[src/rtl/div_ctrl_pkg.sv]
// Shared constants and state encoding for the EX-stage divide controller.
package div_ctrl_pkg;

    localparam int unsigned DATA_W          = 32;
    localparam int unsigned RES_W           = 64;
    localparam int unsigned DIV_TIMEOUT_DEF = 48;

    typedef enum logic [1:0] {
        ST_IDLE = 2'd0,
        ST_BUSY = 2'd1,
        ST_DONE = 2'd2
    } div_state_t;

endpackage

[src/rtl/div_ctrl.sv]
// Sequences a multi-cycle divide for the EX stage: latches operands, stalls the
// front end, forwards the result to HI/LO and aborts on flush or timeout.
module div_ctrl
    import div_ctrl_pkg::*;
#(
    parameter int unsigned DIV_TIMEOUT = DIV_TIMEOUT_DEF
) (
    input  logic              clk,
    input  logic              rst,
    input  logic              div_valid_i,
    input  logic              div_signed_i,
    input  logic [DATA_W-1:0] op1_i,
    input  logic [DATA_W-1:0] op2_i,
    input  logic              flush_i,
    output logic              div_start_o,
    output logic              div_signed_o,
    output logic [DATA_W-1:0] div_op1_o,
    output logic [DATA_W-1:0] div_op2_o,
    output logic              div_cancel_o,
    input  logic [RES_W-1:0]  div_result_i,
    input  logic              div_ready_i,
    output logic              stall_req_o,
    output logic              hilo_we_o,
    output logic [DATA_W-1:0] hi_o,
    output logic [DATA_W-1:0] lo_o,
    output logic              err_o
);

    localparam int unsigned CNT_W = $clog2(DIV_TIMEOUT + 1);

    div_state_t        r_state;
    logic [CNT_W-1:0]  r_cnt;
    logic              r_signed;
    logic [DATA_W-1:0] r_op1;
    logic [DATA_W-1:0] r_op2;
    logic [DATA_W-1:0] r_hi;
    logic [DATA_W-1:0] r_lo;

    logic w_idle;
    logic w_busy;
    logic w_done;
    logic w_accept;
    logic w_timeout;

    assign w_idle    = (r_state == ST_IDLE);
    assign w_busy    = (r_state == ST_BUSY);
    assign w_done    = (r_state == ST_DONE);
    assign w_accept  = !rst && w_idle && div_valid_i && !flush_i;
    // Flush and ready both outrank the timeout; rst masks every strobe.
    assign w_timeout = !rst && w_busy && !flush_i && !div_ready_i
                       && (r_cnt == CNT_W'(DIV_TIMEOUT));

    assign stall_req_o  = w_accept || (!rst && w_busy);
    assign div_start_o  = !rst && w_busy && !flush_i && !w_timeout;
    assign div_cancel_o = !rst && w_busy && (flush_i || w_timeout);
    assign err_o        = w_timeout;
    assign hilo_we_o    = !rst && w_done && !flush_i;

    assign div_signed_o = r_signed;
    assign div_op1_o    = r_op1;
    assign div_op2_o    = r_op2;
    assign hi_o         = r_hi;
    assign lo_o         = r_lo;

    always_ff @(posedge clk) begin
        if (rst) begin
            r_state  <= ST_IDLE;
            r_cnt    <= '0;
            r_signed <= 1'b0;
            r_op1    <= '0;
            r_op2    <= '0;
            r_hi     <= '0;
            r_lo     <= '0;
        end else begin
            case (r_state)
                ST_IDLE: begin
                    if (w_accept) begin
                        r_signed <= div_signed_i;
                        r_op1    <= op1_i;
                        r_op2    <= op2_i;
                        r_cnt    <= '0;
                        r_state  <= ST_BUSY;
                    end
                end
                ST_BUSY: begin
                    if (flush_i) begin
                        r_state <= ST_IDLE;
                    end else if (div_ready_i) begin
                        r_hi    <= div_result_i[RES_W-1:DATA_W];
                        r_lo    <= div_result_i[DATA_W-1:0];
                        r_state <= ST_DONE;
                    end else if (w_timeout) begin
                        r_state <= ST_IDLE;
                    end else begin
                        r_cnt <= r_cnt + CNT_W'(1);
                    end
                end
                ST_DONE: r_state <= ST_IDLE;
                default: r_state <= ST_IDLE;
            endcase
        end
    end

endmodule

[config.mk]
export PLATFORM = sky130hd
export DESIGN_NAME = div_ctrl
export DESIGN_NICKNAME = d
export VERILOG_FILES = /design/src/rtl/div_ctrl_pkg.sv /design/src/rtl/div_ctrl.sv
export SDC_FILE = /design/constraint.sdc
export NUM_CORES = 1
export LEC_CHECK = 0
export BUFFER_PORTS_ARGS = -buffer_cell sky130_fd_sc_hd__buf_4
export CORE_MARGIN = 2
export CORE_UTILIZATION = 44
export CTS_CLUSTER_DIAMETER = 200
export DETAILED_ROUTE_END_ITERATION = 8
export GPL_ROUTABILITY_DRIVEN = 0
export HOLD_SLACK_MARGIN = 0.05
export PLACE_DENSITY = 0.83
export REMOVE_ABC_BUFFERS = 1
export SLEW_MARGIN = 20
export SYNTH_ARGS = -nofsm -noshare
export SYNTH_HDL_FRONTEND = slang
export SYNTH_SLANG_ARGS = --single-unit
export TNS_END_PERCENT = 30
[constraint.sdc]
create_clock -name clk -period 2.7 [get_ports clk]
set_input_delay 0.81 -clock clk [delete_from_list [all_inputs] [get_ports clk]]
set_output_delay 0.81 -clock clk [all_outputs]
set_load 0.005 [all_outputs]
# Yosys cells after proc, flatten, opt, wreduce, memory -nomap -nowiden
# Cells that the tools add are included.
dict set report word_totals {
  reg_bits 137
  latchBits 0
  ramBits 0
  rom_bits 0
  output_inout_bits 134
  word_cells 50
  n_memories 0
}
dict set report classes {
  n_addsub 1
  mul 0
  n_div 0
  magnitude_cmp 0
  n_eq_ne 8
  shift 0
  n_mux 10
  bitwise 1
  reduce_logical 23
}
# operator n
set ops {}
lappend ops {{$mux W6} 4}
lappend ops {{$pmux W6 S2} 1}
lappend ops {{$logic_and A1 B1 Y1} 11}
lappend ops {{$mux W2} 4}
lappend ops {{$add A6 B1 Y6 const B} 1}
lappend ops {{$eq A6 B6 Y1 const B} 1}
lappend ops {{$ne A2 B2 Y1 const B} 3}
lappend ops {{$reduce_and A5 Y1} 1}
lappend ops {{$logic_not A1 Y1} 4}
lappend ops {{$ne A4 B3 Y1 const B} 1}
lappend ops {{$pmux W2 S2} 1}
lappend ops {{$reduce_and A2 Y1} 2}
lappend ops {{$reduce_and A3 Y1} 1}
lappend ops {{$eq A2 B1 Y1 const B} 1}
lappend ops {{$eq A2 B2 Y1 const B} 1}
lappend ops {{$logic_not A2 Y1} 1}
lappend ops {{$logic_or A1 B1 Y1} 2}
lappend ops {{$ne A2 B1 Y1 const B} 1}
lappend ops {{$reduce_bool A2 Y1} 1}
lappend ops {{$not A1 Y1} 1}

# Logic depth before layout (Yosys ltp)
# Gate-level depths: netlist of the first run.
dict set report logic_depth {
  ltp_word 9
  depth_mapped 7
}

# Worst setup path after synthesis of the first run
# Ideal clock, no wire load.
dict set report synth_timing {
  kind {input to output}
  startpoint {input flush_i}
  endpoint {output div_cancel_o}
  arrival_ps 1687
  required_ps 1890
  slack_ps 203
  stages 3
  n_path_buf 0
  path_cell_list {or4b_4 nor2_1 o21a_1}
}
dict set report synth_via {
  elab_chain_cells 6
}
# item line
set synth_rtl {}
lappend synth_rtl {{start, declared} div_ctrl.sv:14} ;# input logic flush_i,
lappend synth_rtl {{$logic_not A1 Y1} div_ctrl.sv:50} ;# assign w_timeout = !rst && w_busy && !flush_i && !div_ready_i
lappend synth_rtl {{$logic_and A1 B1 Y1 (2 in a row)} div_ctrl.sv:50}
lappend synth_rtl {{$logic_and A1 B1 Y1} div_ctrl.sv:51} ;# && (r_cnt == CNT_W'(DIV_TIMEOUT));
lappend synth_rtl {{net err_o} div_ctrl.sv:26} ;# output logic err_o
lappend synth_rtl {{$logic_or A1 B1 Y1} div_ctrl.sv:55} ;# assign div_cancel_o = !rst && w_busy && (flush_i || w_timeout);
lappend synth_rtl {{$logic_and A1 B1 Y1} div_ctrl.sv:55}
lappend synth_rtl {{end, declared} div_ctrl.sv:19} ;# output logic div_cancel_o,
# The timed path passes the listed nets, and every way through them passes these cells.

# Worst setup path after layout of the first run
dict set report layout_timing {
  startpoint {input flush_i}
  endpoint {output div_cancel_o}
}
dict set report layout_via {
  elab_chain_cells 6
}
# item line
set layout_rtl {}
lappend layout_rtl {{$logic_not A1 Y1} div_ctrl.sv:50}
lappend layout_rtl {{$logic_and A1 B1 Y1 (2 in a row)} div_ctrl.sv:50}
lappend layout_rtl {{$logic_and A1 B1 Y1} div_ctrl.sv:51}
lappend layout_rtl {{$logic_or A1 B1 Y1 (*)} div_ctrl.sv:55}
lappend layout_rtl {{$logic_and A1 B1 Y1 (*)} div_ctrl.sv:55}
# Mark *: on every way between the ends. The rest lies on a longest branch, timed or not.

==> results.json, run 1 <==
{
  "status": "finished, final reports clean",
  "period_share_pct": 96.7,
  "worst_slew_pin_slew_ns": 0.666,
  "synthesis.instances": 614,
  "r2r_start": "r_state[1]",
  "grt_usage_pct": 23.3,
  "met2_length_um": 6960,
  "clock-sinks": 137,
  "drtIter0Drc": 356,
  "cts_hold_buffers": 0,
  "fin_crit_ns": 2.61,
  "fillers": 892,
  "clk_path_buf_depth": 2,
  "wl_met1_um": 5760,
  "start_kind": "input port",
  "setup_viol": 0,
  "seq_power_share_pct": 44.9,
  "routed.top_layer": "met4",
  "grt_pass1_vias": 4447,
  "p_leak_nw": 3.45,
  "post_dp_cell_area_sq_mm": 0.00701,
  "synth.distinct_cells": 31,
  "wl_per_cell_um": 14.2,
  "endpoint_kind": "output port",
  "cap_violations": 0,
  "final_hold_viol_count": 0,
  "cts_setup_buffers": 0,
  "path_clk_slew_ns": 0.06,
  "die_h_um": 109,
  "num_rows": 38,
  "cp_num_buf_inv": 2,
  "cp_top_family": "simple AND/OR/NAND/NOR gates",
  "power.density_mw_per_mm2": 616,
  "synth_seq_cells": 137,
  "cp_num_cells": 5,
  "peakVddDrop_mv": 0.488,
  "rsz0062_at_grt": "no",
  "critPathArrivalTime_ns": 1.80,
  "multiInputGateArea_sq_mm": 0.00194,
  "htree_num_levels": 4,
  "p_sw_share_pct": 23.0,
  "layout-drive-gt1-share_pct": 36.8,
  "die_x_um": 109,
  "endpoint": "div_cancel_o",
  "avgSynthCellArea_sq_um": 7.92,
  "cts_made_buffers": 17,
  "relSlewSlack_pct": 55.6,
  "finClkSkew_ns": 0.0168,
  "min_path_type": "reg2reg",
  "cpPeakStageDelay_ns": 0.53,
  "syn2layout_area_growth_pct": 56.3,
  "ys_warn_count": 0,
  "crit_path_cell_trace": "buf_4, or4b_4, nor2_4, o21a_1, buf_4",
  "r2r-end": "r_cnt[4]",
  "cp_slowest_cell": "or4b_4",
  "wl_um": 14500,
  "grt_max_degree": 66,
  "slew_viol_final": 0,
  "die_area_sq_mm": 0.0119,
  "first_pass_iters": 4,
  "crit_fanout": 3,
  "synth-seq-area-share_pct": 56.4,
  "r2r_cells": 5,
  "dpl.hpwl_um": 10300,
  "max_freq_ghz": 0.383,
  "power.total_mw": 4.68,
  "cts_tree": "done",
  "cts_root_buf": "clkbuf_8",
  "grt_pass1_wl_um": 21700,
  "power_switching_mw": 1.08,
  "num_antenna_cells": 0,
  "regArea_sq_mm": 0.00274,
  "core-area_sq_mm": 0.0108,
  "io_buffers": 267,
  "cpMostUsedCell": "buf_4",
  "crit_type": "in2out",
  "ios": 268,
  "viasPerCell": 4.83,
  "fin_nets": 1007,
  "p_int_mw": 3.61,
  "startpoint": "flush_i",
  "start_util_pct": 45.0,
  "antenna_found_initial": 0,
  "wl_met3_um": 1600,
  "synth_area_sq_mm": 0.00486,
  "design_area_sq_mm": 0.00760,
  "dr_total_vias": 4941,
  "reg2reg_slack_ns": 0.92,
  "cp.required_ns": 1.89,
  "power_frac_clock_pct": 46.9,
  "p_comb_share_pct": 8.2,
  "clock_latency_ns": 0.49,
  "ant_nets": 0,
  "grt.overflow.total": 0,
  "post-route-drc-count": 0
}
[power by group through the flow]
stage	Sequential (mW)	Combinational (mW)	Clock, mW
after floorplan	2.15	0.0827	0
after global placement	2.14	0.381	0
after detailed placement	2.15	0.387	0
after CTS	2.10	0.388	2.24
after global routing	2.11	0.419	2.34
final	2.10	0.385	2.19
[worst min-delay path by stage]
stage,from,end,cells after the start
detailed placement,div_op1_o[14],div_op1_o[14],2
global route,op1_i[14],div_op1_o[14],3
finish,hi_o[16],hi_o[16],2
global placement,div_op1_o[19],div_op1_o[19],2
floorplan,r_cnt[5],r_cnt[5],1
CTS,div_op1_o[11],div_op1_o[11],2
[logic make-up after synthesis]
logic type,synth area share (%)
fa+ha+maj,0.515
compound gates,11.7
simple gates,27.3
buf+inv,4.09
flops,56.4
[worst min-delay path: cells and delay by family, from the launching register on]
family / cells / cell delay, ns
AOI/OAI and AO/OA: 1 / 0.05
DFF: 1 / 0.31
and+or+nand+nor: 1 / 0.05
[placed cells by master (no fill, tap or decap), drive strengths merged, types with 2 or more instances in the layout]
| master | count |
|---|---|
| o21a | 3 |
| nor3 | 2 |
| nor2 | 4 |
| clkinv | 2 |
| nand3 | 42 |
| a31oi | 3 |
| ha | 2 |
| clkbuf | 20 |
| nor3b | 3 |
| and2 | 2 |
| a41oi | 2 |
| clkinvlp | 6 |
| inv | 6 |
| a21oi | 93 |
| nand2 | 264 |
| dfxtp | 137 |
| buf | 281 |
[Yosys cell counts]
master,count,area share [%]
or3b_2,1,0.18
buf_4,1,0.15
or3_1,1,0.13
a41oi_1,2,0.36
clkbuf_1,25,1.9
inv_1,3,0.23
o211ai_1,1,0.15
a21oi_1,92,9.5
nor3b_1,3,0.46
nand2_1,264,20
ha_1,2,0.51
a211oi_4,1,0.41
and3_1,1,0.13
and2_1,1,0.13
or4b_4,1,0.28
o21a_1,3,0.46
and2_2,1,0.15
nor3_1,2,0.21
nand3_1,42,4.3
buf_6,1,0.23
buf_2,12,1.2
and3b_2,1,0.21
o21ai_1,1,0.10
nand3b_1,1,0.15
buf_1,4,0.31
a31oi_1,3,0.39
nor2_1,4,0.31
dfxtp_1,137,56
a21oi_2,1,0.18
and4b_1,1,0.21
o41ai_1,1,0.18
[repair_timing]
item | CTS | global route
gates resized for setup | 0 | 5
setup endpoints to repair | 0 | 3
hold endpoints to repair | 0 | 0
[area by class of cell]
type                    instances  area share [%]
repair buffers                281            28.4
well taps                     140            2.31
flip-flops and latches        137            36.1
clock buffers                  20            5.99
multi-input cells             431            25.5
inverters                       3           0.148
clock inverters                12            1.51
[sequential cells by signal (all words and copies together) (netlist names)]
name,count
div_op2_o,32
div_op1_o,32
hi_o,32
div_signed_o,1
r_cnt,6
lo_o,32
r_state,2
[through the flow]
stage	std cells	TNS, ns	hold slack, ns	utilization [%]	setup slack, ns
global route	1024	0	0.466	70.4	0.0104
finish	1024	0	0.452	70.4	0.0900
CTS	1024	0	0.455	70.3	0.0353
detailed placement	992	0	0.445	65.0	0.0403
global placement	992	0	0.442	65.0	0.0607
floorplan	571	-1.34	0.434	-	-0.625
[per-layer routing]
metal | vias up | track usage, %
met5 | - | 0
met1 | 2238 | 26.8
met3 | 13 | 10.7
met4 | 0 | 5.95
li1 | 2508 | -
met2 | 182 | 39.3
Power figures use the tool's default switching activity.
==> inputs of run 2 (changes only) <==
--- a/config.mk
+++ b/config.mk
@@ -14,7 +14,6 @@
 export HOLD_SLACK_MARGIN = 0.05
 export PLACE_DENSITY = 0.83
 export REMOVE_ABC_BUFFERS = 1
-export SLEW_MARGIN = 20
 export SYNTH_ARGS = -nofsm -noshare
 export SYNTH_HDL_FRONTEND = slang
 export SYNTH_SLANG_ARGS = --single-unit
==> constraint.sdc (replaced) <==
create_clock -name clk -period 2.7 [get_ports clk]
set_input_delay 0.54 -clock clk [delete_from_list [all_inputs] [get_ports clk]]
set_output_delay 0.54 -clock clk [all_outputs]
set_load 0.005 [all_outputs]
==> run 2 against run 1 <==
Final area fell by 0.99%. Hold slack got worse by 0.23 ns. Final cell count fell by 0.49%. Combinational power fell by 2%. Maximum frequency rose by 7.3%. Register-to-register slack improved by 0.09 ns. Core utilization fell by 0.70 points. Highest routed layer unchanged. Clock power barely moved. Critical path depth fell by 1. Non-clock buffer count fell by 5.
==> results.json, run 2 (synthesis results as in run 1) <==
{
  "status": "finished, final reports clean",
  "core-area_sq_mm": 0.0108,
  "path_clk_slew_ns": 0.07,
  "r2r_start": "r_cnt[0]",
  "grt.overflow.total": 0,
  "cap_violations": 0,
  "num_rows": 38,
  "start_kind": "flop",
  "cpPeakStageDelay_ns": 0.60,
  "post-route-drc-count": 0,
  "crit_fanout": 7,
  "cts_resized": 0,
  "cts_root_buf": "clkbuf_8",
  "dr_total_vias": 4923,
  "critPathArrivalTime_ns": 1.89,
  "die_h_um": 109,
  "fin_crit_ns": 2.43,
  "dpl_worst_slack_ns": 0.512,
  "crit_path_cell_trace": "or4b_4, nor2_1, o21a_1, buf_4",
  "start_util_pct": 45.0,
  "wl_um": 14700,
  "hp-start": "op1_i[30]",
  "num_antenna_cells": 0,
  "dpl.hpwl_um": 10300,
  "period_share_pct": 90.1,
  "first_pass_iters": 4,
  "viasPerCell": 4.83,
  "power.density_mw_per_mm2": 619,
  "clock-sinks": 137,
  "syn2layout_area_growth_pct": 54.8,
  "fin_nets": 1002,
  "final_hold_viol_count": 0,
  "grt_pass1_wl_um": 22200,
  "cts_hold_buffers": 0,
  "p_leak_nw": 3.42,
  "dpl.cell_count": 987,
  "startpoint": "r_state[1]",
  "slew_viol_final": 0,
  "multiInputGateArea_sq_mm": 0.00192,
  "crit_type": "reg2out",
  "cp.required_ns": 2.16,
  "rsz0062_at_grt": "no",
  "clk_path_buf_depth": 2,
  "cp_slowest_cell": "or4b_4",
  "worst_slew_pin_slew_ns": 0.700,
  "cts_setup_buffers": 0,
  "relSlewSlack_pct": 53.3,
  "cts_tree": "done",
  "peakVddDrop_mv": 0.391,
  "fillers": 904,
  "ant_nets": 0,
  "endpoint_kind": "output port",
  "clock_latency_ns": 0.50,
  "drtIter0Drc": 345,
  "layout_common_cells": "buf_4, nand2_1, dfxtp_1, a21oi_1, nand3_1",
  "final_common_cell": "buf_4",
  "setup_viol": 0,
  "regArea_sq_mm": 0.00274,
  "grt_usage_pct": 23.8,
  "die_area_sq_mm": 0.0119,
  "die_x_um": 109,
  "setup_slack_ns": 0.269,
  "max_freq_ghz": 0.411,
  "ios": 268,
  "layout-drive-gt1-share_pct": 35.8,
  "wl_per_cell_um": 14.4,
  "min_path_type": "in2reg",
  "grt_pass1_vias": 4553,
  "antenna_found_initial": 0,
  "finClkSkew_ns": 0.0141,
  "grt_max_degree": 66,
  "io_buffers": 267,
  "htree_num_levels": 4,
  "cts_made_buffers": 17,
  "layout.cells.non_filler": 1019
}
==> run 2: path summary, 6_finish.rpt <==
path                         to  depth (start not counted)  slack (ns)
setup / recovery   div_cancel_o                          4        0.27
hold / removal    div_op1_o[30]                          3        0.22
setup reg to reg       r_cnt[5]                          6        1.01
hold reg to reg   div_op2_o[19]                          2        0.45
==> run 2: per-layer routing <==
layer	up-vias	GRT usage, %	routed length (um)
li1	2496	-	-
met2	202	39.1	6850
met4	0	9.07	358
met1	2200	27.1	5780
met3	25	10.7	1660
met5	-	0	0
==> run 2: critical path: cells and delay by family (launching register included) <==
kind / cells / cell delay (ns)
flip-flops: 1 / 0.36
AND/OR/NAND/NOR: 2 / 0.79
AO/OA/AOI/OAI: 1 / 0.13
buffers and inverters: 1 / 0.10
==> run 2: through the flow <==
step | power (mW) | area, sq um | hold WS (ns) | util (%) | TNS (ns)
after detailed placement | 2.53 | 6960 | 0.445 | 64.5 | 0
after floorplan | 2.23 | 4670 | 0.434 | - | -0.0853
final | 4.65 | 7520 | 0.219 | 69.7 | 0
after global placement | 2.52 | 6960 | 0.442 | 64.5 | 0
after global routing | 4.84 | 7520 | 0.189 | 69.7 | 0
after CTS | 4.70 | 7520 | 0.191 | 69.7 | 0
==> run 2: final cells by class <==
class,count,area share (%)
timing repair buffer,276,28.0
inverter,3,0.150
tap,140,2.33
clock buffer,20,5.92
sequential,137,36.5
multi-input combinational,431,25.6
clock inverter,12,1.55
==> run 2: power breakdown <==
group / leakage, nW / total, mW / switching, mW / internal (mW)
combinational: 2.05 / 0.379 / 0.157 / 0.222
clock: 0.261 / 2.17 / 0.891 / 1.28
sequential: 1.11 / 2.10 / 0.0280 / 2.08
total: 3.42 / 4.65 / 1.08 / 3.58
==> inputs of run 3 (changes only) <==
--- a/config.mk
+++ b/config.mk
@@ -5,7 +5,7 @@
 export SDC_FILE = /design/constraint.sdc
 export NUM_CORES = 1
 export LEC_CHECK = 0
-export BUFFER_PORTS_ARGS = -buffer_cell sky130_fd_sc_hd__buf_4
+export BUFFER_PORTS_ARGS = -buffer_cell sky130_fd_sc_hd__buf_2
 export CORE_MARGIN = 2
 export CORE_UTILIZATION = 44
 export CTS_CLUSTER_DIAMETER = 200
==> run 3 against run 2 <==
Final area fell by 8.7%. Flip-flop and latch count stayed put. First-iteration DRC count is 39% higher. Clock power rose by 2%. Count of clock-buffer cells in the layout rose by 5. Final cell count unchanged. Largest power group unchanged.
==> results.json, run 3 (synthesis results as in run 1) <==
{
  "status": "finished, final reports clean",
  "num_antenna_cells": 0,
  "start_kind": "flop",
  "antenna_found_initial": 0,
  "critPathArrivalTime_ns": 1.89,
  "fin_crit_ns": 2.43,
  "start_util_pct": 45.0,
  "dpl.hpwl_um": 9690,
  "die_h_um": 109,
  "grt.overflow.total": 0,
  "fin_nets": 1002,
  "io_buffers": 267,
  "syn2layout_area_growth_pct": 41.3,
  "final_hold_viol_count": 0,
  "clk_path_buf_depth": 2,
  "layout_common_cells": "buf_2, nand2_1, dfxtp_1, a21oi_1, nand3_1",
  "dr_total_vias": 4927,
  "num_rows": 38,
  "wl_met3_um": 1550,
  "die_area_sq_mm": 0.0119,
  "wl_um": 13800,
  "crit_type": "reg2out",
  "path_clk_slew_ns": 0.06,
  "fillers": 937,
  "power.density_mw_per_mm2": 672,
  "grt_pass1_wl_um": 20700,
  "finClkSkew_ns": 0.00716,
  "p_int_mw": 3.63,
  "min_path_type": "in2reg",
  "worst_slew_pin_slew_ns": 0.660,
  "cp_slowest_cell": "or4b_4",
  "power_frac_clock_pct": 48.1,
  "relSlewSlack_pct": 56.0,
  "p_comb_share_pct": 6.4,
  "cap_violations": 0,
  "power_switching_uw": 993,
  "cts_setup_buffers": 0,
  "grt_usage_pct": 22.6,
  "grt_max_degree": 65,
  "cp.required_ns": 2.16,
  "design_area_sq_mm": 0.00687,
  "met2_length_um": 6340,
  "clock_latency_ns": 0.52,
  "ant_nets": 0,
  "max_freq_ghz": 0.412,
  "cts_hold_buffers": 0,
  "ios": 268,
  "rsz0062_at_grt": "no",
  "drtIter0Drc": 481,
  "cts_tree": "done",
  "slew_viol_final": 0,
  "dpl_worst_slack_ns": 0.528,
  "setup_viol": 0,
  "period_share_pct": 90.0,
  "crit_path_cell_trace": "or4b_4, nor2_1, o21a_1, buf_2",
  "setup_slack_ns": 0.270,
  "clock-sinks": 137,
  "layout-drive-gt1-share_pct": 35.5,
  "endpoint_kind": "output port",
  "first_pass_iters": 6,
  "post-route-drc-count": 0,
  "cpPeakStageDelay_ns": 0.59,
  "post-route-util_pct": 63.7,
  "viasPerCell": 4.84,
  "reg2reg_slack_ns": 1.02,
  "core-area_sq_mm": 0.0108,
  "final_common_cell": "buf_2",
  "peakVddDrop_mv": 0.430,
  "routed.top_layer": "met4",
  "htree_num_levels": 4,
  "wl_met1_um": 5470,
  "seq_power_share_pct": 45.5,
  "cts_resized": 0,
  "p_sw_share_pct": 21.5,
  "post_dp_cell_area_sq_mm": 0.00630,
  "wl_per_cell_um": 13.5,
  "dpl.cell_count": 987,
  "grt_pass1_vias": 4262,
  "die_x_um": 109,
  "p_leak_nw": 3.33,
  "cts_made_buffers": 17,
  "crit_fanout": 7,
  "layout.cells.non_filler": 1019,
  "cts_root_buf": "clkbuf_8"
}
-- run 3: cell types whose count changed in the layout (fill, tap and decap cells not counted), sizes merged --
cell,previous run,this run
inv,6,3
bufinv,1,2
clkbuf,20,25
clkinvlp,5,2
-- run 3: layout make-up --
class / instances / area [sq um] / area share, %
clock inverters: 7 / 90.1 / 1.31
clock buffers: 25 / 484 / 7.05
multi-input cells: 431 / 1920 / 28.0
well taps: 140 / 175 / 2.55
repair buffers: 276 / 1440 / 21.0
inverters: 3 / 11.3 / 0.164
flip-flops and latches: 137 / 2740 / 39.9
-- run 3: per-stage QoR --
stage,total power [mW],hold WS [ns],setup TNS (ns)
6_report,4.62,0.190,0
5_1_grt,4.79,0.182,0
4_1_cts,4.66,0.171,0
3_5_place_dp,2.44,0.443,0
3_3_place_gp,2.44,0.438,0
2_1_floorplan,2.23,0.434,-0.0853
-- run 3: critical path: cells and delay by family (launching register included) --
family,cells,cell delay [ns]
AND/OR/NAND/NOR,2,0.77
flip-flops,1,0.37
AO/OA/AOI/OAI,1,0.12
buffers and inverters,1,0.10
-- run 3: worst paths after layout --
| kind | start | endpoint | cells after the start |
|---|---|---|---|
| setup / recovery | r_state[1] | div_cancel_o | 4 |
| hold / removal | op1_i[9] | div_op1_o[9] | 3 |
| setup reg to reg | r_state[0] | div_op2_o[8] | 5 |
| hold reg to reg | hi_o[25] | hi_o[25] | 2 |
-- run 3: power by group through the flow --
stage               logic [mW]  registers [mW]  clock network (mW)
CTS                      0.298            2.10                2.26
finish                   0.295            2.10                2.22
global placement         0.296            2.14                   0
detailed placement       0.298            2.14                   0
floorplan               0.0827            2.15                   0
global route             0.330            2.11                2.35
-- run 3: layer usage --
metal,vias up,global-route usage (%)
met5,-,0
met2,213,35.8
met4,0,11.7
li1,2496,-
met3,32,9.68
met1,2186,25.7
